--- config.mk ---
export PLATFORM = sky130hd
export DESIGN_NAME = ysyx_22050499_ifu
export DESIGN_NICKNAME = d
export VERILOG_FILES = /design/src/rtl/ysyx_22050499_ifu.sv
export SDC_FILE = /design/constraint.sdc
export NUM_CORES = 1
export LEC_CHECK = 0
export CAP_MARGIN = 15
export CORE_MARGIN = 8
export CORE_UTILIZATION = 41
export CTS_BUF_LIST = sky130_fd_sc_hd__clkbuf_4
export CTS_CLUSTER_SIZE = 10
export DETAILED_ROUTE_END_ITERATION = 7
export PLACE_DENSITY = 0.86
export SLEW_MARGIN = 5
export SYNTH_ARGS = -nofsm -noshare
export SYNTH_HDL_FRONTEND = slang
export SYNTH_SLANG_ARGS = --single-unit
--- constraint.sdc ---
create_clock -name clk -period 3.3 [get_ports clk]
set_input_delay 0.66 -clock clk [delete_from_list [all_inputs] [get_ports clk]]
set_output_delay 0.66 -clock clk [all_outputs]
set_load 0.01 [all_outputs]
--- src/rtl/ysyx_22050499_ifu.sv ---
// Instruction fetch unit: owns the PC, issues one req/gnt+rvalid fetch at a time
// and holds the fetched word for decode until it is accepted or redirected away.
module ysyx_22050499_ifu #(
   parameter int              XLEN     = 32,
   parameter logic [XLEN-1:0] RESET_PC = 32'h8000_0000
) (
   input  logic            clk,
   input  logic            rst,
   input  logic            halt,
   output logic            mem_req,
   output logic [XLEN-1:0] mem_addr,
   input  logic            mem_gnt,
   input  logic            mem_rvalid,
   input  logic [XLEN-1:0] mem_rdata,
   input  logic            mem_rerr,
   output logic            inst_valid,
   input  logic            inst_ready,
   output logic [XLEN-1:0] inst,
   output logic [XLEN-1:0] inst_pc,
   output logic            inst_err,
   input  logic            redirect_valid,
   input  logic [XLEN-1:0] redirect_pc
);

   localparam logic [1:0] S_IDLE = 2'd0;
   localparam logic [1:0] S_REQ  = 2'd1;
   localparam logic [1:0] S_WAIT = 2'd2;
   localparam logic [1:0] S_HOLD = 2'd3;

   logic [1:0]      state_q, state_d;
   logic [XLEN-1:0] pc_q, pc_d;
   logic            drop_q, drop_d;
   logic [XLEN-1:0] inst_q, inst_d;
   logic [XLEN-1:0] inst_pc_q, inst_pc_d;
   logic            inst_err_q, inst_err_d;
   logic [1:0]      next_fetch;
   logic            unused_rpc_lo;

   assign unused_rpc_lo = ^redirect_pc[1:0];
   // After a delivered or discarded fetch, either fetch again or park while halted.
   assign next_fetch    = halt ? S_IDLE : S_REQ;

   always_comb begin
      state_d    = state_q;
      pc_d       = pc_q;
      drop_d     = drop_q;
      inst_d     = inst_q;
      inst_pc_d  = inst_pc_q;
      inst_err_d = inst_err_q;
      case (state_q)
         S_IDLE: if (!halt) state_d = S_REQ;
         S_REQ: begin
            if (mem_gnt) begin
               state_d = S_WAIT;
               drop_d  = redirect_valid;
            end
         end
         S_WAIT: begin
            if (mem_rvalid) begin
               drop_d = 1'b0;
               if (drop_q || redirect_valid) begin
                  state_d = next_fetch;
               end else begin
                  inst_d     = mem_rdata;
                  inst_pc_d  = pc_q;
                  inst_err_d = mem_rerr;
                  state_d    = S_HOLD;
               end
            end else if (redirect_valid) begin
               drop_d = 1'b1;
            end
         end
         default: begin
            if (redirect_valid || inst_ready) state_d = next_fetch;
            if (!redirect_valid && inst_ready) pc_d = pc_q + XLEN'(4);
         end
      endcase
      // A redirect wins over any same-cycle handshake or response.
      if (redirect_valid) pc_d = {redirect_pc[XLEN-1:2], 2'b00};
   end

   always_ff @(posedge clk or posedge rst) begin
      if (rst) begin
         state_q    <= S_IDLE;
         pc_q       <= RESET_PC;
         drop_q     <= 1'b0;
         inst_q     <= '0;
         inst_pc_q  <= '0;
         inst_err_q <= 1'b0;
      end else begin
         state_q    <= state_d;
         pc_q       <= pc_d;
         drop_q     <= drop_d;
         inst_q     <= inst_d;
         inst_pc_q  <= inst_pc_d;
         inst_err_q <= inst_err_d;
      end
   end

   assign mem_req    = (state_q == S_REQ);
   assign mem_addr   = pc_q;
   assign inst_valid = (state_q == S_HOLD);
   assign inst       = inst_q;
   assign inst_pc    = inst_pc_q;
   assign inst_err   = inst_err_q;

endmodule

==> results of run 1 <==
metrics by stage:
stage | power (W) | setup WS [ps] | util (%) | cells
after detailed placement | 0.00365 | 440 | 59.3 | 647
final | 0.00437 | 844 | 61.0 | 663
after global routing | 0.00461 | 752 | 61.0 | 663
after CTS | 0.00442 | 819 | 61.0 | 663
after global placement | 0.00357 | 482 | 59.3 | 647
after floorplan | 0.00256 | 136 | - | 366
path summary, 6_finish.rpt:
path / from / endpoint / slack, ps / cells past startpoint
min in group asynchronous: rst / inst_pc[31]$_DFFE_PP0P_ / 650 / 2
worst min-delay path: inst_pc[19]$_DFFE_PP0P_ / inst_pc[19]$_DFFE_PP0P_ / 520 / 1
worst max register to register: mem_addr[2]$_DFFE_PP0P_ / mem_addr[26]$_DFFE_PP0P_ / 960 / 5
worst min register to register: inst_pc[19]$_DFFE_PP0P_ / inst_pc[19]$_DFFE_PP0P_ / 520 / 1
worst max-delay path: state_q[0]$_DFFE_PP0P_ / mem_req / 840 / 2
max in group asynchronous: rst / inst[14]$_DFFE_PP0P_ / 1970 / 3
placed cells by master, fill, tap and decap left out, drive strengths merged, types with 4 or more instances in the layout:
cell type / Yosys / layout
nor2: 16 / 16
inv: 8 / 8
nand3: 13 / 13
o21ai: 17 / 17
xnor2: 6 / 6
dfrtp: 95 / 95
nand2: 28 / 28
clkdlybuf4s50: 0 / 164
a31oi: 14 / 14
nor4: 6 / 6
buf: 7 / 4
xor2: 4 / 4
clkbuf: 16 / 9
o211ai: 4 / 4
conb: 1 / 4
o31ai: 13 / 13
or4: 22 / 22
nand4: 9 / 9
mux2: 63 / 63
sequential cells by signal, indices dropped and copies added (netlist names):
| name | cells |
|---|---|
| drop_q | 1 |
| mem_addr | 30 |
| state_q | 2 |
| inst | 32 |
| inst_pc | 30 |
| inst_err | 1 |
cells by family (layout without fill, tap and decap cells):
logic type / count (synthesis) / after routing
AOI/OAI and AO/OA: 53 / 53
xor gates and xnor gates: 10 / 10
adders and majority gates: 1 / 1
buffers and inverters: 31 / 192
DFF: 96 / 96
muxes: 65 / 65
other: 1 / 4
and+or+nand+nor: 106 / 106
per-layer routing:
metal  track usage [%]  share of wire [%]
met4              6.64                1.7
met1              19.9                 40
met2              29.3                 51
met5                 0                  0
met3              5.43                7.6
power by group through the flow:
stage	Combinational, W	Sequential, W	Clock [W]
after floorplan	0.000545	0.00202	0
after global placement	0.00172	0.00185	0
after detailed placement	0.00176	0.00189	0
after CTS	0.00177	0.00186	0.000792
after global routing	0.00185	0.00192	0.000839
final	0.00173	0.00186	0.000774
final cells by class:
class                           instances  area (um^2)  share of cell area, %
Timing Repair Buffer                  168         1700                   27.1
Sequential cell                        96         2400                   38.3
Clock inverter                          7          110                   1.76
Clock buffer                            9         67.6                   1.08
Inverter                                8         32.5                  0.519
Tap cell                              136          170                   2.71
Multi-Input combinational cell        239         1790                   28.6
worst max-delay path: cells and delay by family, from the launching register on:
family	cells	cell delay, ps
flip-flops	1	580
buffers and inverters	1	590
AND/OR/NAND/NOR	1	180
==> key figures, run 1 <==
Status
  • Outcome: completed

Worst setup path
  • Max incr delay on CP: 590 ps
  • Crit start category: flop
  • Worst Path Arrival: 1800 ps
  • WP data required: around 2600 ps
  • CP max stage cell: clkdlybuf4s50_1
  • Worst-path fanout max: 12
  • Crit. End Element: output pin
  • CP Class: flop to output pin
  • Crit-path cells: nor2b_1 > clkdlybuf4s50_1

Floorplan
  • Row cnt: 37
  • # IOs: about 170
  • Chip width: 119 um
  • Core Footprint: 10300 um^2
  • Initial core utilization: 42.1%
  • Die H: roughly 120 um
  • Overall die area: between 10000 and 15000 um^2

Synthesis
  • Synth warnings: 0
  • EDFF count, synth: 0
  • Mux cell area share after synthesis: 16.9%
  • Synth area leaders: dfrtp_1, mux2_2, or4_1
  • Xor/xnor cell area share of the yosys netlist: about 2.0%
  • Synth unique cells: 38
  • Post-Synth Adder-Cell Area: less than 1%
  • Avg Cell Area, Syn: about 12 um^2
  • Asr flop ratio synth: 100%
  • Main flop type after synthesis: dfrtp_1
  • #FFs+latches synth: between 90 and 100
  • Top-count cell post-synth: dfrtp_1
  • Top cell type's share of synthesized area: around 55%
  • Simple-gate share of the synthesized area: approximately 14%
  • Largest area contributor in the netlist: dfrtp_1
  • Synth Cell Area: about 4300 um^2
  • Mapped Cells: about 360
  • Post-synthesis sequential area ratio: between 50% and 60%
  • Synth Area in Compound Gates: ~8.0%
  • Top post-synthesis cells by count: dfrtp_1, mux2_2, nand2_1
  • Largest family of logic cells by synthesized area: multiplexers

Routing
  • Initial DRC Count: roughly 190
  • Drt drc: 0
  • Routed Wire Length: around 12000 um
  • Post-route ant nets: 0
  • Mean number of vias per cell: about 5.3
  • Via count: around 3500
  • First-pass iteration count of the detailed router: 4
  • Wirelength per Cell: ~18 um

Pwr
  • PwrDens: around 700 nW/um^2
  • Switching share of power: a little under a third
  • VDD IR-drop max: about 0.34 mV
  • Sw power: between 0.001 and 0.0015 W
  • Clock Power Share: between 10% and 20%
  • Flop pwr share: 42.7%
  • Combinational power share: 39.6%
  • Static leakage: about 2.5 nW
  • Internal power: around 0.0030 W

Clocking
  • Clock sink total: 96
  • CTS Hold Bufs: 0
  • CTS buffer count: 9
  • Clock transition at the registers of the reported paths: approximately 150 ps
  • Root Buffer: clkbuf_4
  • Max H-tree Level: 3
  • CTS resizes: 0
  • Max Root-Sink Buffers: 2
  • Setup bufs post-CTS: 0
  • Skew-Pair Late Insertion Delay: ~440 ps
  • CTS tree: done

Cells and area
  • ANT cells: 0
  • Fraction of layout cells with a size suffix above 1: between 10% and 20%
  • Design area: ~6300 um^2
  • Layout area overhead: 45.1%
  • Filler Cell Count: between 800 and 900
  • Net count, final: roughly 600

Timing
  • Highest clock rate: 407 MHz
  • Worst-margin pin slew: 643 ps
  • Slew HR: 57.2%
  • # setup viols final: 0
  • RSZ-0062 raised after global routing: no
  • Hold WS: 521 ps
  • Skew final: 10.8 ps
  • Period Utilization, post-route: between 70% and 80%
  • Final Critical Period: between 2000 and 2500 ps
  • Final Hold Viols: 0
  • Slew Viols, Final: 0
  • Setup_tns: 0 ps

Global route
  • Total GRT Usage: 17.2%
  • Pin count of the biggest net entering global routing: 53
  • Antenna violations before repair: 0
  • Vias in the first global route: 3711
  • First-pass GRT wire length: between 15000 and 20000 um
  • GR Overflow Total: 0

Placed design
  • DP Area: ~6100 um^2
  • # port buffers: between 150 and 200
  • Dpl hpwl: between 8000 and 9000 um
  • GPL Wtd Cong: ~0.74

Hold path
  • Hold/Removal Path Class: flop to flop

Flow run
  • Max-cap viol count: 0
Power figures use the tool's default switching activity.
==> run 2: changes to the inputs <==
--- a/config.mk
+++ b/config.mk
@@ -7,11 +7,11 @@
 export LEC_CHECK = 0
 export CAP_MARGIN = 15
 export CORE_MARGIN = 8
-export CORE_UTILIZATION = 41
+export CORE_UTILIZATION = 45
 export CTS_BUF_LIST = sky130_fd_sc_hd__clkbuf_4
 export CTS_CLUSTER_SIZE = 10
 export DETAILED_ROUTE_END_ITERATION = 7
-export PLACE_DENSITY = 0.86
+export PLACE_DENSITY = 0.9
 export SLEW_MARGIN = 5
 export SYNTH_ARGS = -nofsm -noshare
 export SYNTH_HDL_FRONTEND = slang
==> constraint.sdc (replaced) <==
create_clock -name clk -period 2.4 [get_ports clk]
set_input_delay 0.48 -clock clk [delete_from_list [all_inputs] [get_ports clk]]
set_output_delay 0.48 -clock clk [all_outputs]
set_load 0.01 [all_outputs]
==> run 2 against run 1 <==
Against the previous run: global-route usage rose by 1.0 points; first-iteration DRC count fell by 22%; utilization rose by 7.4 points; via count rose by 1.1%; clock-buffer cell count did not move; clock skew rose by 9.2 ps; final area rose by 1.2%; routed wire length fell by 1.1%; largest power group unchanged.
==> key figures, run 2 (synthesized netlist as in run 1, its figures left out) <==
Floorplan
  • Overall die area: 13000 um^2 (-7.7%)
  • # IOs: 171 (unchanged)
  • Initial core utilization: 46.6% (+4.5 points)
  • Die H: 114 um (-3.9%)
  • Row cnt: 35 (-5.4%)
  • Core Footprint: 9280 um^2 (-9.7%)
  • Chip width: 114 um (-3.9%)

Pwr
  • Flop pwr share: 42.2% (-0.5 points)
  • VDD IR-drop max: 0.575 mV (+68%)
  • Sw power: 0.00182 W (+38%)
  • Combinational power share: 41.4% (+1.8 points)
  • Clock Power Share: 16.5% (-1.2 points)
  • Internal power: 0.00413 W (+36%)
  • Static leakage: 2.60 nW (+2.1%)
  • PwrDens: 939 nW/um^2 (+35%)
  • Switching share of power: 30.6% (+0.42 points)

Worst setup path
  • R2r worst-path depth: 5 (unchanged)
  • WP data required: 2750 ps (+110 ps)
  • Crit start category: flop
  • CP Class: flop to flop
  • Crit. End Element: flop
  • Worst-path fanout max: 10 (-2)
  • Worst Path Arrival: 2610 ps (+810 ps)

Global route
  • Total GRT Usage: 18.3% (+1.0 points)
  • Met2 usage: 31.0% (+1.7 points)
  • Met1 Usage GRT: 21.0% (+1.1 points)
  • Pin count of the biggest net entering global routing: 63 (+19%)
  • GR Overflow Total: 0 (unchanged)
  • First-pass GRT wire length: 19100 um (-3.4%)
  • Vias in the first global route: 3709 (-0.054%)
  • Grt peak-use layer: met2
  • Antenna violations before repair: 0 (unchanged)
  • Met3 usage: 6.44% (+1.0 points)

Routing
  • Post-route ant nets: 0 (unchanged)
  • Initial DRC Count: 149 (-22%)
  • First-pass iteration count of the detailed router: 4 (unchanged)
  • Drt drc: 0 (unchanged)
  • Wirelength per Cell: 17.8 um (-2.3%)
  • Routed Wire Length: 11900 um (-1.1%)
  • Mean number of vias per cell: 5.32 (about the same)
  • Via count: 3571 (+1.1%)

Clocking
  • CTS tree: done
  • CTS resizes: 0 (unchanged)
  • CTS buffer count: 9 (unchanged)
  • Max Root-Sink Buffers: 2 (unchanged)
  • Clock transition at the registers of the reported paths: 150 ps (about the same)
  • Root Buffer: clkbuf_4
  • Setup bufs post-CTS: 0 (unchanged)
  • Clock sink total: 96 (unchanged)
  • CTS Hold Bufs: 0 (unchanged)
  • Skew-Pair Late Insertion Delay: 430 ps (about the same)
  • Max H-tree Level: 3 (unchanged)

Placed design
  • DP Area: 6190 um^2 (+1.5%)
  • Placement Setup Slack: -224 ps (-664 ps)
  • Dpl hpwl: 9050 um (+0.68%)
  • # port buffers: 164 (unchanged)
  • GPL Wtd Cong: 0.805 (+8.0%)

Cells and area
  • Design area: 6350 um^2 (+1.2%)
  • Max reg flops: 32 (unchanged)
  • ANT cells: 0 (unchanged)
  • Multi-input gate area: 1790 um^2 (unchanged)
  • Commonest non-fill, non-tap cell in the layout: clkdlybuf4s50_1
  • Layout area overhead: 46.9%
  • Fraction of layout cells with a size suffix above 1: 20.3% (+2.5 points)
  • Filler Cell Count: 727 (-15%)
  • Register area: 2400 um^2 (unchanged)
  • Net count, final: 610 (+2.5%)
  • Most frequent cells in the layout: clkdlybuf4s50_1, dfrtp_1, mux2_2, nand2_1, or4_1

Timing
  • Slew Viols, Final: 0 (unchanged)
  • Worst Setup Slack, final: 140 ps (-704 ps)
  • RSZ-0062 raised after global routing: no
  • Period Utilization, post-route: 94.2%
  • Slew HR: 62.3% (+5.2 points)
  • # setup viols final: 0 (unchanged)
  • Hold WS: 446 ps (-74.7 ps)
  • Setup_tns: 0 ps (unchanged)
  • Final Critical Period: 2260 ps
  • Highest clock rate: roughly 440 MHz
  • Final Hold Viols: 0 (unchanged)
  • Worst-margin pin slew: 565 ps (-77.8 ps)
  • Skew final: 20.0 ps (+9.19 ps)

Flow run
  • Max-cap viol count: 0 (unchanged)

Hold path
  • Hold/Removal Path Class: primary input to async pin

Status
  • Outcome: completed
run 2: path summary, 6_finish.rpt:
path                                         startpoint                        to  slack [ps]
min in group clk                   inst[12]$_DFFE_PP0P_      inst[12]$_DFFE_PP0P_         520
worst min register to register     inst[12]$_DFFE_PP0P_      inst[12]$_DFFE_PP0P_         520
worst min-delay path                                rst      inst[15]$_DFFE_PP0P_         450
max in group asynchronous                           rst   mem_addr[5]$_DFFE_PP0P_        1550
worst max-delay path            mem_addr[3]$_DFFE_PP0P_  mem_addr[20]$_DFFE_PP0P_         140
worst max register to register  mem_addr[3]$_DFFE_PP0P_  mem_addr[20]$_DFFE_PP0P_         140
run 2: power by group through the flow:
stage	Clock (W)	Combinational [W]	Sequential, W
3_3_place_gp	0	0.00244	0.00250
6_report	0.000981	0.00247	0.00251
4_1_cts	0.00101	0.00251	0.00252
2_1_floorplan	0	0.000750	0.00277
3_5_place_dp	0	0.00250	0.00255
5_1_grt	0.00108	0.00263	0.00258
run 2: metrics by stage:
stage / total power [W] / util [%] / cells
detailed placement: 0.00506 / 66.6 / 655
floorplan: 0.00352 / - / 366
finish: 0.00596 / 68.4 / 671
CTS: 0.00604 / 68.4 / 671
global route: 0.00630 / 68.4 / 671
global placement: 0.00495 / 66.6 / 655
run 2: critical path, cell delays in order (launching register included):
cell	delay, ps
dfrtp_1	500
ha_1	250
nand2_1	140
or4_4	610
or4_1	500
a31oi_1	190
run 2: area by class of cell:
type / count / share of cell area, %
sequential: 96 / 37.9
timing repair buffer: 183 / 28.3
multi-input combinational: 239 / 28.2
tap: 129 / 2.54
clock inverter: 7 / 1.50
clock buffer: 9 / 1.06
inverter: 8 / 0.532
run 2: routing by layer:
layer,up-vias,wire length [um]
met1,1740,4760
met5,-,0
met2,134,5870
met4,0,211
li1,1679,-
met3,18,1090
